[config.mk]
export PLATFORM = sky130hd
export DESIGN_NAME = uart_frame_sequencer_flat
export DESIGN_NICKNAME = d
export VERILOG_FILES = /design/src/rtl/uart_frame_sequencer_if.sv /design/src/rtl/uart_frame_sequencer.sv /design/src/flat_wrapper.sv
export SDC_FILE = /design/constraint.sdc
export NUM_CORES = 1
export LEC_CHECK = 0
export CORE_ASPECT_RATIO = 2
export CORE_MARGIN = 5
export CORE_UTILIZATION = 42
export DETAILED_ROUTE_END_ITERATION = 10
export PLACE_DENSITY = 0.81
export SYNTH_ARGS = -nofsm -noshare
export SYNTH_HDL_FRONTEND = slang
export SYNTH_SLANG_ARGS = --single-unit
[constraint.sdc]
create_clock -name clk -period 1.7 [get_ports clk]
set_input_delay 0.34 -clock clk [delete_from_list [all_inputs] [get_ports clk]]
set_output_delay 0.34 -clock clk [all_outputs]
set_load 0.02 [all_outputs]
[src/rtl/uart_frame_sequencer_if.sv]
// +------------------------------------------------------------------+
// | uart_frame_sequencer_if : RX / buffer / engine / TX bus bundle    |
// | Rev 1.0                                                           |
// +------------------------------------------------------------------+
`default_nettype none

interface uart_frame_sequencer_if #(
   parameter int AW = 8
);
   logic          start;
   logic          rx_valid;
   logic [7:0]    rx_byte;
   logic          wr_en;
   logic [AW-1:0] wr_addr;
   logic [7:0]    wr_data;
   logic          proc_start;
   logic          proc_done;
   logic          rd_en;
   logic [AW-1:0] rd_addr;
   logic [7:0]    rd_data;
   logic          tx_start;
   logic [7:0]    tx_byte;
   logic          tx_busy;
   logic          busy;
   logic          all_done;
   logic          err;

   modport master (
      input  start, rx_valid, rx_byte, proc_done, rd_data, tx_busy,
      output wr_en, wr_addr, wr_data, proc_start, rd_en, rd_addr,
             tx_start, tx_byte, busy, all_done, err
   );

   modport slave (
      output start, rx_valid, rx_byte, proc_done, rd_data, tx_busy,
      input  wr_en, wr_addr, wr_data, proc_start, rd_en, rd_addr,
             tx_start, tx_byte, busy, all_done, err
   );
endinterface

`default_nettype wire

[src/rtl/uart_frame_sequencer.sv]
// +------------------------------------------------------------------+
// | uart_frame_sequencer : batch RX capture -> process -> TX stream   |
// | Optional RX timeout: define UART_FRAME_SEQ_TIMEOUT_EN.  Rev 1.0   |
// +------------------------------------------------------------------+
`default_nettype none

module uart_frame_sequencer #(
   parameter int N_IN  = 200,
   parameter int N_OUT = 100,
   parameter int AW    = 8
`ifdef UART_FRAME_SEQ_TIMEOUT_EN
   , parameter int TIMEOUT_CYC = 1000000
`endif
) (
   input  logic                   clk,
   input  logic                   reset,
   uart_frame_sequencer_if.master bus
);

   typedef enum logic [3:0] {
      IDLE, RECV, PROC_KICK, PROC_WAIT, RD_REQ, RD_WAIT, TX_KICK, TX_WAIT, DONE
`ifdef UART_FRAME_SEQ_TIMEOUT_EN
      , ERR
`endif
   } state_t;

   localparam logic [AW-1:0] c_last_in  = AW'(N_IN - 1);
   localparam logic [AW-1:0] c_last_out = AW'(N_OUT - 1);

   state_t        r_state, w_state_nxt;
   logic [AW-1:0] r_in_cnt, w_in_cnt_nxt;
   logic [AW-1:0] r_out_cnt, w_out_cnt_nxt;
   logic          r_wr_en, w_wr_en_nxt;
   logic [AW-1:0] r_wr_addr, w_wr_addr_nxt;
   logic [7:0]    r_wr_data, w_wr_data_nxt;
   logic          r_proc_start, w_proc_start_nxt;
   logic          r_tx_start, w_tx_start_nxt;
   logic [7:0]    r_tx_byte, w_tx_byte_nxt;
`ifdef UART_FRAME_SEQ_TIMEOUT_EN
   localparam logic [31:0] c_timeout = 32'(TIMEOUT_CYC);
   logic [31:0]   r_idle_cnt, w_idle_nxt;
`endif

   always_ff @(posedge clk) begin
      if (!reset) begin
         r_state      <= IDLE;
         r_in_cnt     <= '0;
         r_out_cnt    <= '0;
         r_wr_en      <= 1'b0;
         r_wr_addr    <= '0;
         r_wr_data    <= '0;
         r_proc_start <= 1'b0;
         r_tx_start   <= 1'b0;
         r_tx_byte    <= '0;
`ifdef UART_FRAME_SEQ_TIMEOUT_EN
         r_idle_cnt   <= '0;
`endif
      end else begin
         r_state      <= w_state_nxt;
         r_in_cnt     <= w_in_cnt_nxt;
         r_out_cnt    <= w_out_cnt_nxt;
         r_wr_en      <= w_wr_en_nxt;
         r_wr_addr    <= w_wr_addr_nxt;
         r_wr_data    <= w_wr_data_nxt;
         r_proc_start <= w_proc_start_nxt;
         r_tx_start   <= w_tx_start_nxt;
         r_tx_byte    <= w_tx_byte_nxt;
`ifdef UART_FRAME_SEQ_TIMEOUT_EN
         r_idle_cnt   <= w_idle_nxt;
`endif
      end
   end

   always_comb begin
      w_state_nxt      = r_state;
      w_in_cnt_nxt     = r_in_cnt;
      w_out_cnt_nxt    = r_out_cnt;
      w_wr_en_nxt      = 1'b0;
      w_wr_addr_nxt    = r_wr_addr;
      w_wr_data_nxt    = r_wr_data;
      w_proc_start_nxt = 1'b0;
      w_tx_start_nxt   = 1'b0;
      w_tx_byte_nxt    = r_tx_byte;
`ifdef UART_FRAME_SEQ_TIMEOUT_EN
      w_idle_nxt       = '0;
`endif
      case (r_state)
         IDLE, DONE: begin
            if (bus.start) begin
               w_state_nxt  = RECV;
               w_in_cnt_nxt = '0;
            end
         end
         RECV: begin
            if (bus.rx_valid) begin
               w_wr_en_nxt   = 1'b1;
               w_wr_addr_nxt = r_in_cnt;
               w_wr_data_nxt = bus.rx_byte;
               w_in_cnt_nxt  = r_in_cnt + AW'(1);
               if (r_in_cnt == c_last_in) w_state_nxt = PROC_KICK;
            end
`ifdef UART_FRAME_SEQ_TIMEOUT_EN
            // Idle time only counts once the batch has started arriving.
            else if (r_in_cnt != '0) begin
               w_idle_nxt = r_idle_cnt + 32'd1;
               if (w_idle_nxt == c_timeout) w_state_nxt = ERR;
            end
`endif
         end
         PROC_KICK: begin
            w_proc_start_nxt = 1'b1;
            w_state_nxt      = PROC_WAIT;
         end
         PROC_WAIT: begin
            if (bus.proc_done) begin
               w_out_cnt_nxt = '0;
               w_state_nxt   = RD_REQ;
            end
         end
         RD_REQ: w_state_nxt = RD_WAIT;
         RD_WAIT: begin
            w_tx_byte_nxt = bus.rd_data;
            w_state_nxt   = TX_KICK;
         end
         TX_KICK: begin
            if (!bus.tx_busy) begin
               w_tx_start_nxt = 1'b1;
               w_state_nxt    = TX_WAIT;
            end
         end
         TX_WAIT: begin
            // r_tx_start marks the first TX_WAIT cycle, before the
            // transmitter has had a chance to raise busy.
            if (!r_tx_start && !bus.tx_busy) begin
               w_out_cnt_nxt = r_out_cnt + AW'(1);
               w_state_nxt   = (r_out_cnt == c_last_out) ? DONE : RD_REQ;
            end
         end
`ifdef UART_FRAME_SEQ_TIMEOUT_EN
         ERR: begin
            if (bus.start) begin
               w_state_nxt  = RECV;
               w_in_cnt_nxt = '0;
            end
         end
`endif
         default: w_state_nxt = IDLE;
      endcase
   end

   assign bus.wr_en      = r_wr_en;
   assign bus.wr_addr    = r_wr_addr;
   assign bus.wr_data    = r_wr_data;
   assign bus.proc_start = r_proc_start;
   assign bus.rd_en      = (r_state == RD_REQ);
   assign bus.rd_addr    = r_out_cnt;
   assign bus.tx_start   = r_tx_start;
   assign bus.tx_byte    = r_tx_byte;
   assign bus.all_done   = (r_state == DONE);
`ifdef UART_FRAME_SEQ_TIMEOUT_EN
   assign bus.busy       = (r_state != IDLE) && (r_state != DONE) && (r_state != ERR);
   assign bus.err        = (r_state == ERR);
`else
   assign bus.busy       = (r_state != IDLE) && (r_state != DONE);
   assign bus.err        = 1'b0;
`endif

endmodule

`default_nettype wire
[src/flat_wrapper.sv]
// flat-port wrapper written by rule: the top's interface ports become plain ports
module uart_frame_sequencer_flat 
#(
   parameter int N_IN  = 200,
   parameter int N_OUT = 100,
   parameter int AW    = 8

)
  (clk, reset, bus_start, bus_rx_valid, bus_rx_byte, bus_proc_done, bus_rd_data, bus_tx_busy, bus_wr_en, bus_wr_addr, bus_wr_data, bus_proc_start, bus_rd_en, bus_rd_addr, bus_tx_start, bus_tx_byte, bus_busy, bus_all_done, bus_err);
  uart_frame_sequencer_if #(.AW(AW)) bus_i ();
  input  logic clk;
  input  logic reset;
  input wire logic [$bits(bus_i.start)-1:0] bus_start;
  input wire logic [$bits(bus_i.rx_valid)-1:0] bus_rx_valid;
  input wire logic [$bits(bus_i.rx_byte)-1:0] bus_rx_byte;
  input wire logic [$bits(bus_i.proc_done)-1:0] bus_proc_done;
  input wire logic [$bits(bus_i.rd_data)-1:0] bus_rd_data;
  input wire logic [$bits(bus_i.tx_busy)-1:0] bus_tx_busy;
  output wire logic [$bits(bus_i.wr_en)-1:0] bus_wr_en;
  output wire logic [$bits(bus_i.wr_addr)-1:0] bus_wr_addr;
  output wire logic [$bits(bus_i.wr_data)-1:0] bus_wr_data;
  output wire logic [$bits(bus_i.proc_start)-1:0] bus_proc_start;
  output wire logic [$bits(bus_i.rd_en)-1:0] bus_rd_en;
  output wire logic [$bits(bus_i.rd_addr)-1:0] bus_rd_addr;
  output wire logic [$bits(bus_i.tx_start)-1:0] bus_tx_start;
  output wire logic [$bits(bus_i.tx_byte)-1:0] bus_tx_byte;
  output wire logic [$bits(bus_i.busy)-1:0] bus_busy;
  output wire logic [$bits(bus_i.all_done)-1:0] bus_all_done;
  output wire logic [$bits(bus_i.err)-1:0] bus_err;
  assign bus_i.start = bus_start;
  assign bus_i.rx_valid = bus_rx_valid;
  assign bus_i.rx_byte = bus_rx_byte;
  assign bus_i.proc_done = bus_proc_done;
  assign bus_i.rd_data = bus_rd_data;
  assign bus_i.tx_busy = bus_tx_busy;
  assign bus_wr_en = bus_i.wr_en;
  assign bus_wr_addr = bus_i.wr_addr;
  assign bus_wr_data = bus_i.wr_data;
  assign bus_proc_start = bus_i.proc_start;
  assign bus_rd_en = bus_i.rd_en;
  assign bus_rd_addr = bus_i.rd_addr;
  assign bus_tx_start = bus_i.tx_start;
  assign bus_tx_byte = bus_i.tx_byte;
  assign bus_busy = bus_i.busy;
  assign bus_all_done = bus_i.all_done;
  assign bus_err = bus_i.err;
  uart_frame_sequencer #(.N_IN(N_IN), .N_OUT(N_OUT), .AW(AW)) u_core (.clk(clk), .reset(reset), .bus(bus_i));
endmodule
# Yosys cells after proc, flatten, opt, wreduce, memory -nomap -nowiden

Cells that the tools add are included.

$add $sub $neg: 2
Equality and inequality tests: 17
Multiplexer cells: 17
Reductions and logical operators: 15

Operators with widths:

| operator                                                                 | number |
|---|---|
| 8-bit 2-to-1 mux                                                         | 4 |
| 4-bit case mux with 8 select lines                                       | 1 |
| 8-bit case mux with 2 select lines                                       | 2 |
| 4-bit 2-to-1 mux                                                         | 7 |
| 8-bit by 1-bit adder with 8-bit output (second input constant)           | 2 |
| 4-bit by 3-bit equality test with 1-bit output (second input constant)   | 4 |
| 4-bit by 2-bit equality test with 1-bit output (second input constant)   | 2 |
| 8-bit by 7-bit equality test with 1-bit output (second input constant)   | 1 |
| 8-bit equality test (second input constant)                              | 1 |
| 2-bit inequality test (second input constant)                            | 4 |
| 2-bit AND reduction                                                      | 3 |
| 3-bit AND reduction                                                      | 2 |
| 6-bit AND reduction                                                      | 1 |
| 4-bit by 1-bit equality test with 1-bit output (second input constant)   | 1 |
| 4-bit equality test (second input constant)                              | 1 |
| 4-bit logical NOT                                                        | 1 |
| 2-bit by 1-bit inequality test with 1-bit output (second input constant) | 2 |
| 4-bit inequality test (second input constant)                            | 1 |
| 2-bit nonzero test                                                       | 2 |
| 4-bit nonzero test                                                       | 1 |
| 1-bit 2-to-1 mux                                                         | 3 |
| 1-bit logical AND                                                        | 2 |
| 1-bit logical NOT                                                        | 2 |
| 2-bit OR reduction                                                       | 1 |

Register bits: 47
Input port bits: 22
Output and inout port bits: 39
Logic and storage cells: 60

# Depth between registers and ports, before layout

Depth in word-level cells: 4
Depth in mapped cells: 6
Depth with buffers taken out: 5

# Worst setup path after synthesis

Ideal clock, no wire load.

Kind: flip-flop to output port
Start: register u_core.r_state[2]
End: output port bus_rd_en
Data arrival time: 1.364 ns
Data required time: 1.360 ns
Path slack: -0.004 ns
Cell stages (with the launch flop): 3
Buffers on the path: 1
Cell sequence: dfxtp_1 -> clkbuf_1 -> nor4b_1

Word-level cells in the longest chain between the ends: 1

Ends and longest elaborated chain:

| element                                        | line                        | RTL |
|---|---|---|
| from (decl)                                    | uart_frame_sequencer.sv:30  | `state_t r_state, w_state_nxt;` |
| from (signal assigned)                         | uart_frame_sequencer.sv:59  | `r_state <= w_state_nxt;` |
| 4-bit by 3-bit equality test with 1-bit output | uart_frame_sequencer.sv:155 | `assign bus.rd_en = (r_state == RD_REQ);` |
| to (decl)                                      | flat_wrapper.sv:23          | `output wire logic [$bits(bus_i.rd_en)-1:0] bus_rd_en;` |

Every way passes these cells.

# Final worst setup path

Start: register u_core.r_state[1]
End: register u_core.r_in_cnt[3]

Word-level cells in the longest chain between the ends: 4
Elaborated cells between the ends (all ways): 9
Those cells by class: eq/ne: 4; mux: 1; reduce/logical: 4

Ends and longest elaborated chain:

| element                                                                      | line                       | RTL |
|---|---|---|
| 4-bit equality test / 4-bit logical NOT (equally long branches)              | uart_frame_sequencer.sv:87 | `case (r_state)` |
| 2-bit OR reduction                                                           | uart_frame_sequencer.sv:87 |  |
| 2-bit inequality test (no line) / 2-bit nonzero test (equally long branches) | -                          |  |
| 3-bit AND reduction (no line)                                                | -                          |  |
| to (signal assigned)                                                         | uart_frame_sequencer.sv:60 | `r_in_cnt <= w_in_cnt_nxt;` |
| to (decl)                                                                    | uart_frame_sequencer.sv:31 | `logic [AW-1:0] r_in_cnt, w_in_cnt_nxt;` |

Parallel ways exist; a longest one is shown, timed or not.
A chain may end at the register's enable or synchronous reset.

==> metrics.md <==
| Metric | Value |
|---|---|
| Status | finished, final reports clean |
| Req. time, crit path | between 1.5 and 2 ns |
| Crit path arrival time | 1.92 ns |
| Crit path max fanout | 5 |
| Fin crit share | 99.3% |
| Via count | 2057 |
| Register area share after synthesis | 45.4% |
| Endpoints failing hold | 0 |
| Die height | 109 µm |
| Worst clock skew | a little under 0.007 ns |
| Min-delay worst type | register to register |
| TritonCTS buffer count | 5 |
| Final Setup Violations | 0 |
| Initial antenna violation count | 0 |
| Fraction of layout cells with a size suffix above 1 | 21.9% |
| EDFF count, synth | 0 |
| RePlAce Congestion | 0.852 |
| Place WS | -0.368 ns |
| Worst Hold Depth | 2 |
| Maximum clock path buffer count | 2 |
| GRT Residual Overflow | 0 |
| CP endpoint kind | register |
| Routed len/inst | ~15 µm |
| First-pass GRT wire length | 8970 µm |
| Synth Warn # | 0 |
| DRC Markers | 0 |
| Nets | between 300 and 400 |
| Die area | 6530 µm² |
| Initial DRC Count | 70 |
| PortBufs | 59 |
| Max Clock Freq | 592 MHz |
| LEAKAGE | 0.00119 µW |
| Pin count of the biggest net entering global routing | 30 |
| R2R setup slack | approximately 0.011 ns |
| Number of library cell types mapped by synthesis | 44 |
| Hold worst-path end | u_core.bus.wr_data[2] |
| Synth async-reset ratio | 0% |
| Layout Cells excl Fill | 391 |
| Core footprint | 4820 µm² |
| CTS tree | yes |
| Pwr dens | between 700 and 800 nW/µm² |
| Tot GR Track Use | 17.7% |
| Synth Instances | roughly 240 |
| I/O pin cnt | 61 |
| Dpl hpwl | 4170 µm |
| Starting Density | 43.0% |
| Die Wd | 59.7 µm |
| Number of cell rows | 36 |
| Post-Place Cells | 379 |
| Reg2reg end | u_core.r_in_cnt[3] |
| H-tree Lvls | 2 |
| Post-DRT Antenna Nets | 0 |
| Hold_sp | u_core.bus.wr_data[2] |
| Ys flop type | dfxtp_1 |
| Critical path class | register to register |
| Mapped Area | 2070 µm² |
| Layout fillers | 379 |
| Area grow syn2layout | 54.9% |
| Worst r2r src | u_core.r_state[1] |
| Clock transition at the registers of the reported paths | 0.10 ns |
| Count of max-cap constraint violations | 0 |
| Hold slack | about 0.46 ns |
| Root Buffer | clkbuf_8 |
| Syn Area/Cell | between 8 and 9 µm² |
| Worst setup SP type | register |
| Slew Limit Fails | 0 |
| Antenna fix cells | 0 |
| Pre-Repair DR Iteration Count | 4 |
| Via density per instance | between 5 and 6 |
| Post-layout minimum cycle time | 1.69 ns |
| Vias in the first global route | 2039 |
| Final worst setup slack | 0.0111 ns |
| RSZ-0062 raised after global routing | true |
| R2R depth | 4 |
| WL final | 5800 µm |
| TritonCTS sink count | 47 |
| Synthesis-stage register bit count | 47 |
| Syn nets | roughly 270 |
| Worst-Skew Late Latency | 0.30 ns |
| VDD IR max | 0.817 mV |
layer usage:
metal | vias to the layer above | wire length [µm] | track usage [%]
li1 | 1015 | - | -
met5 | - | 0 | 0
met1 | 980 | 2100 | 18.0
met2 | 47 | 3310 | 33.1
met3 | 15 | 239 | 3.76
met4 | 0 | 150 | 7.29
layout by cell type (no fill, tap or decap), types with 2 or more instances in the layout:
cell             synthesis  routed
nand3_1                  6       6
nand2_1                 42      42
a211oi_2                 0       3
a2111oi_2                3       3
dlymetal6s2s_1           0       3
clkbuf_8                 0       5
dfxtp_1                 47      43
nand2b_1                 5       5
nor3_1                   4       3
nand4_1                  2       2
nand4b_1                 2       2
mux2i_1                 10      10
inv_1                    5       5
xnor2_1                  9       9
ha_1                     2       2
dfxtp_2                  0       2
a21oi_1                 25      24
nand3b_1                 3       3
buf_6                    0       6
or3_1                    3       3
nor2_1                  24      24
clkdlybuf4s50_1          0      49
a211oi_1                 6       3
buf_4                    1      34
dfxtp_4                  0       2
nor4b_1                  3       2
o21ai_0                  3       2
a2111oi_4                0       2
dlygate4sd2_1            0       4
nor3b_1                  3       3
stage by stage:
| step | area [µm²] | setup TNS, ns | util, % | total power (µW) |
|---|---|---|---|---|
| global route | 3210 | -0.285 | 66.6 | 2360 |
| finish | 3210 | 0 | 66.6 | 2270 |
| global placement | 2950 | -4.07 | 61.1 | 1430 |
| floorplan | 2080 | 0 | - | 1280 |
| CTS | 3090 | 0 | 64.1 | 2270 |
| detailed placement | 2950 | -4.48 | 61.1 | 1430 |
Yosys cell counts (all sizes together) (5+ instances only):
cell type / count / area, µm²
a2111oi: 5 / 62.6
a211oi: 6 / 45.0
a21oi: 25 / 125
buf: 8 / 41.3
clkbuf: 6 / 22.5
dfxtp: 47 / 941
inv: 5 / 18.8
mux2i: 10 / 100
nand2: 42 / 158
nand2b: 5 / 31.3
nand3: 6 / 30.0
nor2: 25 / 96.4
xnor2: 9 / 78.8
worst max-delay path: stages (launching register included):
cell	delay [ns]
dfxtp_4	0.38
or4b_4	0.56
or2_4	0.26
or3_1	0.30
a21oi_1	0.13
flip-flops by register name (all words and copies together), names as in the netlist:
| name | flops |
|---|---|
| u_core.bus.proc_start | 1 |
| u_core.bus.rd_addr | 8 |
| u_core.bus.tx_byte | 8 |
| u_core.bus.tx_start | 1 |
| u_core.bus.wr_addr | 8 |
| u_core.bus.wr_data | 8 |
| u_core.bus.wr_en | 1 |
| u_core.r_in_cnt | 8 |
| u_core.r_state | 4 |
cell type report:
class / instances / area (µm²) / area share (%)
clock buffers: 5 / 68.8 / 2.14
well taps: 57 / 71.3 / 2.22
repair buffers: 98 / 902 / 28.1
multi-input cells: 176 / 1150 / 35.9
inverters: 5 / 18.8 / 0.584
flip-flops and latches: 47 / 951 / 29.6
clock inverters: 3 / 46.3 / 1.44
cell families after synthesis:
logic type	count (synthesis)	share of synthesized area, %
AOI/OAI and AO/OA	47	14.8
xor gates and xnor gates	9	3.80
adders and majority gates	2	1.21
buffers and inverters	19	3.98
DFF	47	45.4
muxes	10	4.83
other	1	0.181
and+or+nand+nor	107	25.8
worst max-delay path by stage:
stage / startpoint / end / depth (start not counted)
3_5_place_dp: bus_tx_busy / u_core.bus.rd_addr[4] / 6
3_3_place_gp: bus_tx_busy / u_core.bus.rd_addr[3] / 6
2_1_floorplan: u_core.r_state[1] / u_core.bus.wr_addr[7] / 6
6_report: u_core.r_state[1] / u_core.r_in_cnt[3] / 4
4_1_cts: u_core.bus.rd_addr[6] / bus_rd_addr[6] / 1
5_1_grt: u_core.r_state[1] / u_core.r_in_cnt[3] / 4
timing repair:
item | CTS | global route
hold buffers | 0 | 0
resized for setup | 24 | 26
buffers inserted | 0 | 3
pin swaps | 4 | 8
gates cloned | 0 | 1
setup endpoints to repair | 26 | 32
report_power, final:
| group | internal, µW | leakage, µW | switching [µW] | total, µW |
|---|---|---|---|---|
| Combinational | 157 | 0.000752 | 147 | 304 |
| Clock | 443 | 0.0000548 | 402 | 845 |
| Sequential | 1110 | 0.000382 | 10.5 | 1120 |
No activity file was read; power rests on OpenSTA's default activity.
